`config.mk`:
```
export PLATFORM = sky130hd
export DESIGN_NAME = lvdc_acc_capture
export DESIGN_NICKNAME = d
export VERILOG_FILES = /design/src/rtl/lvdc_acc_capture.sv
export SDC_FILE = /design/constraint.sdc
export NUM_CORES = 1
export LEC_CHECK = 0
export CAP_MARGIN = 20
export CORE_MARGIN = 2
export CORE_UTILIZATION = 56
export CTS_CLUSTER_SIZE = 28
export DETAILED_ROUTE_END_ITERATION = 12
export PLACE_DENSITY = 0.84
export SLEW_MARGIN = 20
export SYNTH_ARGS = -nofsm -noshare
export SYNTH_HDL_FRONTEND = slang
export SYNTH_SLANG_ARGS = --single-unit
```
`constraint.sdc`:
```
create_clock -name CLK -period 2.8 [get_ports CLK]
set_clock_uncertainty 0.2 [all_clocks]
set_input_delay 0.42 -clock CLK [delete_from_list [all_inputs] [get_ports CLK]]
set_output_delay 0.42 -clock CLK [all_outputs]
set_load 0.03 [all_outputs]
```
`src/rtl/lvdc_acc_capture.sv`:
```
// Capture stage for lvdc serial accumulator telemetry: synchronises WDA/PBV/AI3V,
// frames words on PBV, delivers them via a valid/ready FIFO. Optional timeout: LVDC_ACC_TIMEOUT_EN.
module lvdc_acc_capture #(
  parameter int WORD_W      = 26,
  parameter int SKIP_BITS   = 1,
  parameter int SYNC_STAGES = 2,
  parameter int FIFO_DEPTH  = 2,
  parameter int TIMEOUT_CYC = 4096
) (
  input  logic              CLK,
  input  logic              RST,
  input  logic              WDA,
  input  logic              PBV,
  input  logic              AI3V,
  input  logic              ACC_READY,
  input  logic              CLR_ERR,
  output logic [WORD_W-1:0] ACC_DATA,
  output logic              ACC_VALID,
  output logic              BUSY,
  output logic              FRAME_ERR,
  output logic              OVF
);
  localparam int CNT_MAX = (WORD_W > SKIP_BITS) ? WORD_W : SKIP_BITS;
  localparam int CNT_W   = $clog2(CNT_MAX + 1);
  localparam int AW      = $clog2(FIFO_DEPTH);

  localparam logic [1:0] S_IDLE   = 2'd0;
  localparam logic [1:0] S_SKIP   = 2'd1;
  localparam logic [1:0] S_SHIFT  = 2'd2;
  localparam logic [1:0] S_COMMIT = 2'd3;

  // A zero skip count goes straight to data capture on frame start.
  localparam logic [1:0]       START_ST  = (SKIP_BITS == 0) ? S_SHIFT : S_SKIP;
  localparam logic [CNT_W-1:0] START_CNT = CNT_W'((SKIP_BITS == 0) ? WORD_W : SKIP_BITS);

  logic [2:0][SYNC_STAGES-1:0] sync_q;
  logic [2:0]                  async_in;
  logic wda_s, pbv_s, ai_s, wda_d, wda_re, pbv_prev, frame_start;

  logic [1:0]        state;
  logic [CNT_W-1:0]  cnt;
  logic [WORD_W-1:0] shreg;
  logic              in_frame, timeout_hit, abort;

  logic [WORD_W-1:0] mem [FIFO_DEPTH];
  logic [AW-1:0]     wr_ptr, rd_ptr;
  logic [AW:0]       count;
  logic              push_req, push, pop, full, ovf_set;

  assign async_in = {AI3V, PBV, WDA};
  assign wda_s    = sync_q[0][SYNC_STAGES-1];
  assign pbv_s    = sync_q[1][SYNC_STAGES-1];
  assign ai_s     = sync_q[2][SYNC_STAGES-1];

  always_ff @(posedge CLK) begin
    if (RST) begin
      sync_q <= '0;
      wda_d  <= 1'b0;
    end else begin
      for (int i = 0; i < 3; i++)
        sync_q[i] <= {sync_q[i][SYNC_STAGES-2:0], async_in[i]};
      wda_d <= wda_s;
    end
  end

  assign wda_re      = wda_s & ~wda_d;
  assign frame_start = wda_re & pbv_s & ~pbv_prev;
  assign in_frame    = (state == S_SKIP) || (state == S_SHIFT);
  assign abort       = in_frame & (frame_start | timeout_hit);

`ifdef LVDC_ACC_TIMEOUT_EN
  localparam int TW = $clog2(TIMEOUT_CYC + 1);
  logic [TW-1:0] idle_cnt;

  always_ff @(posedge CLK) begin
    if (RST || !in_frame || wda_re) idle_cnt <= '0;
    else                            idle_cnt <= idle_cnt + TW'(1);
  end

  assign timeout_hit = in_frame && (idle_cnt == TW'(TIMEOUT_CYC));
`else
  assign timeout_hit = 1'b0;
`endif

  always_ff @(posedge CLK) begin
    if (RST) begin
      state    <= S_IDLE;
      cnt      <= '0;
      shreg    <= '0;
      pbv_prev <= 1'b0;
    end else begin
      if (wda_re) pbv_prev <= pbv_s;
      case (state)
        // COMMIT lasts one cycle; a frame start landing on it chains directly.
        S_IDLE, S_COMMIT: begin
          if (frame_start) begin
            state <= START_ST;
            cnt   <= START_CNT;
          end else begin
            state <= S_IDLE;
          end
        end
        S_SKIP, S_SHIFT: begin
          if (frame_start) begin
            state <= START_ST;
            cnt   <= START_CNT;
            shreg <= '0;
          end else if (timeout_hit) begin
            state <= S_IDLE;
            shreg <= '0;
          end else if (wda_re) begin
            cnt <= cnt - CNT_W'(1);
            if (state == S_SHIFT) shreg <= {shreg[WORD_W-2:0], ai_s};
            if (cnt == CNT_W'(1)) begin
              if (state == S_SKIP) begin
                state <= S_SHIFT;
                cnt   <= CNT_W'(WORD_W);
              end else begin
                state <= S_COMMIT;
              end
            end
          end
        end
        default: state <= S_IDLE;
      endcase
    end
  end

  // A pop in the commit cycle frees the slot the push needs.
  assign push_req = (state == S_COMMIT);
  assign pop      = ACC_VALID & ACC_READY;
  assign full     = (count == (AW+1)'(FIFO_DEPTH));
  assign push     = push_req & (~full | pop);
  assign ovf_set  = push_req & full & ~pop;

  always_ff @(posedge CLK) begin
    if (push) mem[wr_ptr] <= shreg;
  end

  always_ff @(posedge CLK) begin
    if (RST) begin
      wr_ptr <= '0;
      rd_ptr <= '0;
      count  <= '0;
    end else begin
      if (push) wr_ptr <= wr_ptr + AW'(1);
      if (pop)  rd_ptr <= rd_ptr + AW'(1);
      count <= count + (AW+1)'(push) - (AW+1)'(pop);
    end
  end

  always_ff @(posedge CLK) begin
    if (RST) begin
      OVF       <= 1'b0;
      FRAME_ERR <= 1'b0;
    end else begin
      if (ovf_set)      OVF <= 1'b1;
      else if (CLR_ERR) OVF <= 1'b0;
      if (abort)        FRAME_ERR <= 1'b1;
      else if (CLR_ERR) FRAME_ERR <= 1'b0;
    end
  end

  assign ACC_VALID = (count != '0);
  assign ACC_DATA  = ACC_VALID ? mem[rd_ptr] : '0;
  assign BUSY      = (state != S_IDLE);
endmodule

```
# Yosys cells after proc, flatten, opt, wreduce, memory -nomap -nowiden
# Memories as Yosys holds them, arrays and structs flattened. A register that Yosys moved wholly into a read port is not among the register bits.
# Index checks and enable logic that the tools add are counted.
# Widths: inputs -> output; s select.
# totals
register_bits,47
latch_bits,0
ramBits,52
romBits,0
input_bits,7
output_inout_bits,30
word_cells,76
n_memories,1
# op_classes
n_addsub,5
multipliers,0
n_div,0
magnitude_cmp,0
eq_ne,8
shifts,0
muxes,23
bitwise_logic,13
reduce_logical,13
# memory_table
memory,depth,width,read_ports,rd_ports_with_merged_regs,wr,line,text
mem,2,26,1,1,1,45,logic [WORD_W-1:0] mem [FIFO_DEPTH];
# ops
operator,count
$mux 26,4
$mux 5,5
$reduce_bool 2->1,6
$pmux 5 s2,1
$mux 1,9
$and 1x1->1,8
$eq 2x2->1 const B,3
$mux 2,3
$ne 3x3->1 const B,2
$eq 5x1->1 const B,1
$sub 5x1->5 const B,1
$not 1->1,4
$pmux 2 s2,1
$reduce_and 2->1,2
$reduce_or 2->1,2
$reduce_and 3->1,1
$add 1x1->1 const B,2
$add 2x1->2,1
$eq 2x1->1 const B,1
$logic_not 2->1,1
$ne 2x2->1 const B,1
$sub 2x1->2,1
$logic_or 1x1->1,1
$or 1x1->1,1

# Logic depth before layout (Yosys ltp)
# Gate-level depths: netlist (run 1).
# depth
depth_word,6
ltp_mapped,8

# Least setup slack after synthesis (run 1)
# Ideal clock, no wire load.
# synth_path
path_kind,register to register
startpoint,reg state[0]
endpoint,"mem mem[0][0], enable pin"
setup_ns,0.409
arrival_time_ns,1.757
setup_slack_ns,0.435
path_stages_with_launch,4
n_path_buf,0
synth_period_minus_slack_ns,2.365
cell_sequence,dfxtp_1 > ha_1 > o31ai_2 > nor2_1
# synth_via
elab_chain_len,4
# synth_rtl
element,line,text
from (decl),40,logic [1:0] state;
from (signal assigned),87,state <= S_IDLE;
from (signal assigned),97,state <= START_ST;
from (signal assigned),100,state <= S_IDLE;
$eq 2x2->1,130,assign push_req = (state == S_COMMIT);
$and 1x1->1,133,assign push = push_req & (~full | pop);
$mux 1,137,if (push) mem[wr_ptr] <= shreg;
$mux 1 (not written as such),137,
to (decl),45,
# No other way between the ends.

# Worst setup path after layout (run 1)
# layout_path
startpoint,reg state[0]
endpoint,out BUSY
# layout_via
elab_chain_len,1
# layout_rtl
element,line,text
$reduce_bool 2->1,166,assign BUSY = (state != S_IDLE);
to (decl),19,"output logic BUSY,"
# No other way between the ends.

==> flow_summary.ini, run 1 <==
[global_route]
track_usage = 0.180
grt_pass1_vias = 2179
grt_pass1_wl_mm = 10.4
grt_antenna_before_repair = 0
grt_max_degree = 30
grt-ovfl-total = 0

[route]
vias = 2373
drtAntennaViolNets = 0
drt_iter0_drc = 154
wl_mm = 6.47
drcViolationCount = 0
drtPass1Iterations = 5
post_drt_via_cell_ratio = 5.47
routedWlPerCell_um = 14.9

[die]
dieArea_sq_um = 7590
die_h_um = 87.1
io_pins = 37
die_x_um = 87.1
core-area_sq_um = 6760
num_rows = 30
initial_core_util = 0.573

[status]
status = complete, no violations

[synthesis]
synth-compound-area-share = 0.0844
synth_top_family_by_area = simple AND/OR/NAND/NOR gates
syn_inst = 312
netlist-cell-type-count = 39
yosysSeqAreaShare = 0.652
syn_nets = 327
syn_area_sq_um = 3870
synth_top_cell_area_share = 0.404
synthAdderAreaFrac = 0.0259
synth-seq-cells = 100
synthSimpleGateAreaFrac = 0.124
synthXorXnorAreaFrac = 0.00906
syn_avg_cell_area_sq_um = 12.4
muxShareOfSynthArea = 0.0699
ys_warn_count = 0
ys_top_cells_by_area = edfxtp_1 40%, dfxtp_1 25%, mux2i_1 7.0%
yosysTopAreaCell = edfxtp_1

[clock_tree]
hold_buffers = 0
clkTransAtPathRegs_ps = 90
cts_max_path_buffers = 2
clock_sink_count = 100
insertion_delay_ps = 350
postCtsSetupBuffers = 0
h-tree-depth = 3
cts_root_buf = clkbuf_8
cts_tree = built
numCtsBuffers = 9
cts-resized-gates = 0

[critical_path]
path_max_fanout = 4
worst_setup_path_end_kind = output pin
worst-setup-path-type = reg2out
crit_arrival_ps = 1750
crit_required_ps = 2180
start_kind = register

[finish]
instances_no_fill = 434
num_antenna_cells = 0
fin_util = 0.654
fin_nets = 364
layout-drive-gt1-share = 0.164
nFillCells = 504
area_delta_synth_final_pct = 14.2

[place]
gp_congestion = 0.728
port_buffers = 36
dpl.hpwl_mm = 4.15
dp.cells = 418

[timing]
max_freq_ghz = 0.422
fin_crit_sh = 0.846
holdWs_ps = 250
slew_headroom = 0.474
fin_setup_tns_ps = 0
setup_viol = 0
tightestPinTransition_ps = 789
grt_setup_unrepaired = no
hold_violations = 0
slew_viol_final = 0
final.min_clock_period_ps = 2370

[power_and_ir_drop]
p_per_area_nw_per_um2 = 759
p_leak_nw = 1.56
ir_drop_mv = 0.321

[worst_hold_path]
hold_path.class = reg2reg

[job]
max-cap-violations = 0
-- registers in the layout (all words and copies together), names as in the netlist, 2 cells and up, named ones only --
name and cells:
cnt 5, shreg 26, mem 52, state 2
count 2, sync_q 4
-- metrics by stage --
| step | cell area [sq um] | power (mW) | setup WS, ps |
|---|---|---|---|
| detailed placement | 4230 | 2.52 | 508 |
| CTS | 4420 | 3.38 | 410 |
| finish | 4420 | 3.35 | 432 |
| floorplan | 3870 | 2.22 | 435 |
| global route | 4420 | 3.50 | 297 |
| global placement | 4230 | 2.51 | 585 |
-- report_power, final --
part	internal, mW	switching, mW	leakage, nW
Sequential	1.55	0.0182	0.870
Combinational	0.338	0.574	0.594
Clock	0.417	0.454	0.0939
-- worst paths after layout --
kind,from,to,slack [ps],cells after the start
min,sync_q[0]$_SDFF_PP0_,sync_q[1]$_SDFF_PP0_,250,1
max reg2reg,state[0]$_SDFFE_PP0P_,shreg[12]$_SDFFE_PP0P_,500,6
max,state[0]$_SDFFE_PP0P_,BUSY,430,4
min reg2reg,sync_q[0]$_SDFF_PP0_,sync_q[1]$_SDFF_PP0_,250,1
-- worst max-delay path, stage by stage (launching register included) --
cell and delay (ps):
dfxtp_1 400, inv_1 80, ha_1 210, inv_1 60
clkdlybuf4s50_1 660
-- routing by layer --
layer	vias to the layer above	share of wire	track usage
met2	58	0.52	0.307
met3	7	0.037	0.0294
li1	1173	-	-
met5	-	0	0
met1	1135	0.43	0.226
met4	0	0.013	0.0769
-- synth_stat cells --
master,n
o21ai_1,1
mux2i_1,27
dfxtp_1,48
nor2_1,53
ha_1,8
buf_4,1
nand2b_1,1
a311oi_1,1
nand3b_1,1
a21oi_1,17
nand2_4,1
a21o_1,1
buf_6,3
clkbuf_1,7
nand3_1,11
nor2b_1,10
o211a_1,1
o31ai_2,1
nor3_1,3
o21a_1,1
nor3b_4,1
a21oi_2,1
nor4b_4,1
or3b_1,1
and2_1,1
inv_2,2
edfxtp_1,52
xnor2_1,4
inv_1,8
buf_2,6
o21ai_4,1
nand2_1,13
a211oi_1,2
a22oi_1,17
a32oi_1,1
a31oi_1,1
and3b_1,1
and2b_1,1
o211ai_1,1
-- kinds of logic after synthesis --
group | after synthesis
adders and majority gates | 8
xor gates and xnor gates | 4
DFF | 100
AOI/OAI and AO/OA | 47
muxes | 27
buffers and inverters | 27
and+or+nand+nor | 99
-- layout by cell type, fill, tap and decap left out, types with 2 or more instances in the layout --
cell type / count
edfxtp_1: 52
nor2_1: 50
dfxtp_1: 48
buf_4: 33
mux2i_1: 27
a21oi_1: 17
a22oi_1: 17
nand2_1: 13
nand3_1: 11
nor2b_1: 10
clkdlybuf4s50_1: 10
clkbuf_8: 9
inv_1: 8
ha_1: 8
xnor2_1: 4
nor2_2: 3
nor3_1: 3
inv_2: 2
a211oi_1: 2
clkbuf_1: 2
-- layout make-up --
class	instances	area (sq um)	share of cell area
tap	80	100	0.0227
multi-input combinational	185	1220	0.276
sequential	100	2520	0.571
clock buffer	11	131	0.0297
timing repair buffer	43	348	0.0787
clock inverter	5	60.1	0.0136
inverter	10	37.5	0.00850
No activity file was read; power rests on OpenSTA's default activity.
==> run 2: changes to the inputs <==
clock period = 2.28 ns   (was 2.8 ns; I/O delays follow)
==> flow_summary.ini, run 2 (same netlist as run 1, synthesis figures left out) <==
[status]
status = complete, no violations

[worst_hold_path]
hold_end = pbv_s$_SDFF_PP0_
min_path_cells = 1
hp-start = sync_q[2]$_SDFF_PP0_
hold_path.class = reg2reg

[die]
initial_core_util = 0.573
num_rows = 30
die_x_um = 87.1
core-area_sq_um = 6760
die_h_um = 87.1
dieArea_sq_um = 7590
io_pins = 37

[place]
place_ws_ps = 83.0
gp_congestion = 0.762
dp.cells = 423
dpl.hpwl_mm = 4.22
port_buffers = 36

[finish]
instances_no_fill = 439
top_register = mem
layout-drive-gt1-share = 0.184
largest_register_ffs = 52
num_antenna_cells = 0
final_cell_mix = 52 x edfxtp_1, 50 x nor2_1, 48 x dfxtp_1, 35 x buf_4, 27 x mux2i_1
area_delta_synth_final_pct = 16.4
final_common_cell = edfxtp_1
reg.largest.list = mem (52), shreg (26), cnt (5)
fin_nets = 369

[critical_path]
worst-setup-path-type = reg2out
reg2reg_depth = 6
path_max_fanout = 3
crit_arrival_ps = 1580
crit_required_ps = 1740
crit_start = count[1]$_SDFF_PP0_
regToRegSetupSlack_ps = 240
r2r-end = shreg[13]$_SDFFE_PP0P_
start_kind = register
reg2reg_from = state[0]$_SDFFE_PP0P_
worst_setup_path_end_kind = output pin

[power_and_ir_drop]
p_int_mw = 2.85
p_per_area_nw_per_um2 = 928
pwr-share-seq = 0.461
pwr-share-comb = 0.276
total_power_mw = 4.18
ir_drop_mv = 0.409
switchingPower_mw = 1.33
netSwitchingFraction = 0.318
p_clk_frac = 0.263
p_leak_nw = 1.60

[clock_tree]
clock_sink_count = 100
cts_tree = built
clkTransAtPathRegs_ps = 90
cts_root_buf = clkbuf_8
h-tree-depth = 3
cts_max_path_buffers = 2
numCtsBuffers = 9
insertion_delay_ps = 360

[timing]
slew_viol_final = 0
setup_viol = 0
hold_violations = 0
final.min_clock_period_ps = 2120
grt_setup_unrepaired = no
slew_headroom = 0.541
tightestPinTransition_ps = 686
fin_crit_sh = 0.929
fin_ws_ps = 161
max_freq_ghz = 0.472

[global_route]
track_usage = 0.188
grt_antenna_before_repair = 0
grt_pass1_wl_mm = 10.9
grt-ovfl-total = 0
grt_pass1_vias = 2358
grt_max_degree = 27

[route]
drtPass1Iterations = 6
drcViolationCount = 0
wl_mm = 6.56
routedWlPerCell_um = 14.9
vias = 2404
drtAntennaViolNets = 0
post_drt_via_cell_ratio = 5.48
drt_iter0_drc = 115

[job]
max-cap-violations = 0
-- run 2: cell type report --
| cell class | instances | area [sq um] |
|---|---|---|
| Timing Repair Buffer | 48 | 422 |
| Clock inverter | 7 | 76.3 |
| Clock buffer | 9 | 124 |
| Sequential cell | 100 | 2520 |
| Fill cell | 500 | 2250 |
| Tap cell | 80 | 100 |
| Inverter | 10 | 37.5 |
| Multi-Input combinational cell | 185 | 1220 |
-- run 2: power groups by stage --
stage,Sequential [mW],Combinational (mW),Clock (mW)
floorplan,1.96,0.768,0
global placement,1.97,1.14,0
detailed placement,1.97,1.16,0
CTS,1.93,1.17,1.13
global route,1.93,1.23,1.20
finish,1.93,1.15,1.10
-- run 2: timing repair --
action | 4_1_cts | 5_1_grt
endpoints found under the setup margin | 1 | 6
buffers inserted | 0 | 0
hold buffers | 0 | 0
resized for setup | 1 | 1
-- run 2: critical path, cell delays in order (launching register included) --
cell	delay [ps]
dfxtp_1	350
nor2_2	230
inv_2	60
clkdlybuf4s50_1	590
-- run 2: how the worst max path moves through the flow --
stage	slack, ps	end	depth (start not counted)
after floorplan	-90	mem[0][0]$_DFFE_PP_	3
after global placement	180	count[1]$_SDFF_PP0_	8
after detailed placement	80	count[1]$_SDFF_PP0_	8
after CTS	120	shreg[22]$_SDFFE_PP0P_	6
after global routing	80	ACC_VALID	3
final	160	ACC_VALID	3
-- run 2: metrics by stage --
step | hold slack (ps) | TNS [ps] | cell area, sq um | util
after global placement | 216 | 0 | 4300 | 0.637
after detailed placement | 230 | 0 | 4300 | 0.637
final | 247 | 0 | 4500 | 0.666
after global routing | 286 | 0 | 4500 | 0.666
after CTS | 252 | 0 | 4500 | 0.666
after floorplan | 214 | -4450 | 3870 | -
-- run 2: routing by layer --
layer	up-vias	wire [um]	GRT usage
met2	51	3430	0.334
met5	-	0	0
met3	6	289	0.0455
met4	0	91	0.0713
met1	1156	2750	0.220
li1	1191	-	-
==> run 3: changes to the inputs <==
HOLD_SLACK_MARGIN = 0.1   (was default)
RECOVER_POWER = 25   (was default)
SETUP_SLACK_MARGIN = 0.15   (was default)
==> flow_summary.ini, run 3 (same netlist as run 1, synthesis figures left out) <==
[status]
status = complete, no violations

[critical_path]
crit_start = state[0]$_SDFFE_PP0P_
crit_path_max_incr_delay_ps = 400
cp_num_cells = 6
critPathTopFamily = compound AO/OA/AOI/OAI gates
crit_required_ps = 2330
slowest_stage = dfxtp_1
regToRegSetupSlack_ps = 240
cp_num_buf_inv = 1
start_kind = register
reg2reg_depth = 6
r2r-end = shreg[17]$_SDFFE_PP0P_
crit_arrival_ps = 2090
path_cells = inv_1 -> ha_1 -> and3b_2 -> o21ai_4 -> a22oi_1 -> nor2_1
worst-setup-path-type = reg2reg
reg2reg_from = state[0]$_SDFFE_PP0P_
worst_setup_path_end_kind = register
path_max_fanout = 26

[die]
die_x_um = 87.1
die_h_um = 87.1
initial_core_util = 0.573
io_pins = 37
num_rows = 30
core-area_sq_um = 6760
dieArea_sq_um = 7590

[global_route]
use_met3 = 0.0455
use_met2 = 0.334
grt-ovfl-total = 0
busiest_layer = met2
grt_antenna_before_repair = 0
track_usage = 0.188
grt_pass1_wl_mm = 10.9
gr-usage-met1 = 0.220
grt_max_degree = 27
grt_pass1_vias = 2358

[clock_tree]
cts_tree = built
numCtsBuffers = 9
clkTransAtPathRegs_ps = 100
hold_buffers = 0
clock_sink_count = 100
cts_root_buf = clkbuf_8
insertion_delay_ps = 360
cts_max_path_buffers = 2
h-tree-depth = 3

[place]
place_area_sq_um = 4300
dpl.hpwl_mm = 4.22
place_ws_ps = 83.0
gp_congestion = 0.762
port_buffers = 36
dp.cells = 423

[route]
drt_iter0_drc = 116
vias = 2410
drtAntennaViolNets = 0
drtPass1Iterations = 4
routedWlPerCell_um = 15.0
drcViolationCount = 0
post_drt_via_cell_ratio = 5.49
wl_mm = 6.60

[finish]
largest_register_ffs = 52
fin_area_sq_um = 4500
reg.largest.list = mem (52), shreg (26), cnt (5)
fin_util = 0.666
num_antenna_cells = 0
instances_no_fill = 439
nFillCells = 502
area_delta_synth_final_pct = 16.3
layout-drive-gt1-share = 0.187
final_cell_mix = 52 x edfxtp_1, 50 x nor2_1, 48 x dfxtp_1, 34 x buf_4, 27 x mux2i_1
top_register = mem
final_common_cell = edfxtp_1
fin_nets = 369

[timing]
fin_ws_ps = 243
grt_setup_unrepaired = yes
hold_violations = 0
setup_viol = 0
final.min_clock_period_ps = 2040
holdWs_ps = 248
slew_viol_final = 0
fin_crit_sh = 0.893
max_freq_ghz = 0.491
tightestPinTransition_ps = 688
slew_headroom = 0.540

[worst_hold_path]
hold_path.class = reg2reg
hold_end = pbv_s$_SDFF_PP0_
min_path_cells = 1
hp-start = sync_q[2]$_SDFF_PP0_

[power_and_ir_drop]
p_leak_nw = 1.60
ir_drop_mv = 0.409
p_per_area_nw_per_um2 = 929

[job]
max-cap-violations = 0
-- run 3: cell count changes in the layout (fill, tap and decap cells not counted), sizes merged --
| cell | delta |
|---|---|
| clkbuf | +1 |
| clkdlybuf4s50 | -1 |
-- run 3: metrics by stage --
step                power [mW]  setup TNS [ps]
floorplan                 2.73           -4450
global placement          3.10               0
detailed placement        3.13               0
CTS                       4.22               0
global route              4.36               0
finish                    4.18               0
-- run 3: what timing repair did --
item                                    CTS  global route
hold endpoints to repair                  0             0
gates cloned                              0             0
resized for setup                         3             3
endpoints found under the setup margin    7            44
buffers inserted                          0             0
-- run 3: final cells by class --
| cell class | instances | area [sq um] | share of cell area |
|---|---|---|---|
| clock buffers | 9 | 124 | 0.0275 |
| clock inverters | 7 | 76.3 | 0.0170 |
| inverters | 10 | 37.5 | 0.00834 |
| multi-input cells | 185 | 1220 | 0.271 |
| flip-flops and latches | 100 | 2520 | 0.560 |
| well taps | 80 | 100 | 0.0222 |
| repair buffers | 48 | 420 | 0.0934 |
-- run 3: worst max-delay path by stage --
| stage | end |
|---|---|
| 3_5_place_dp | count[1]$_SDFF_PP0_ |
| 5_1_grt | shreg[19]$_SDFFE_PP0P_ |
| 6_report | shreg[17]$_SDFFE_PP0P_ |
| 4_1_cts | ACC_DATA[16] |
| 3_3_place_gp | count[1]$_SDFF_PP0_ |
| 2_1_floorplan | mem[0][0]$_DFFE_PP_ |
-- run 3: report_power, final --
part           switching (mW)  total (mW)  internal [mW]
Sequential             0.0259        1.93           1.90
Combinational           0.719        1.16          0.437
Clock                   0.586        1.10          0.512
-- run 3: layer usage --
layer / wire length (um) / vias to the layer above
li1: - / 1191
met1: 2790 / 1162
met2: 3430 / 51
met3: 283 / 6
met4: 91 / 0
met5: 0 / -
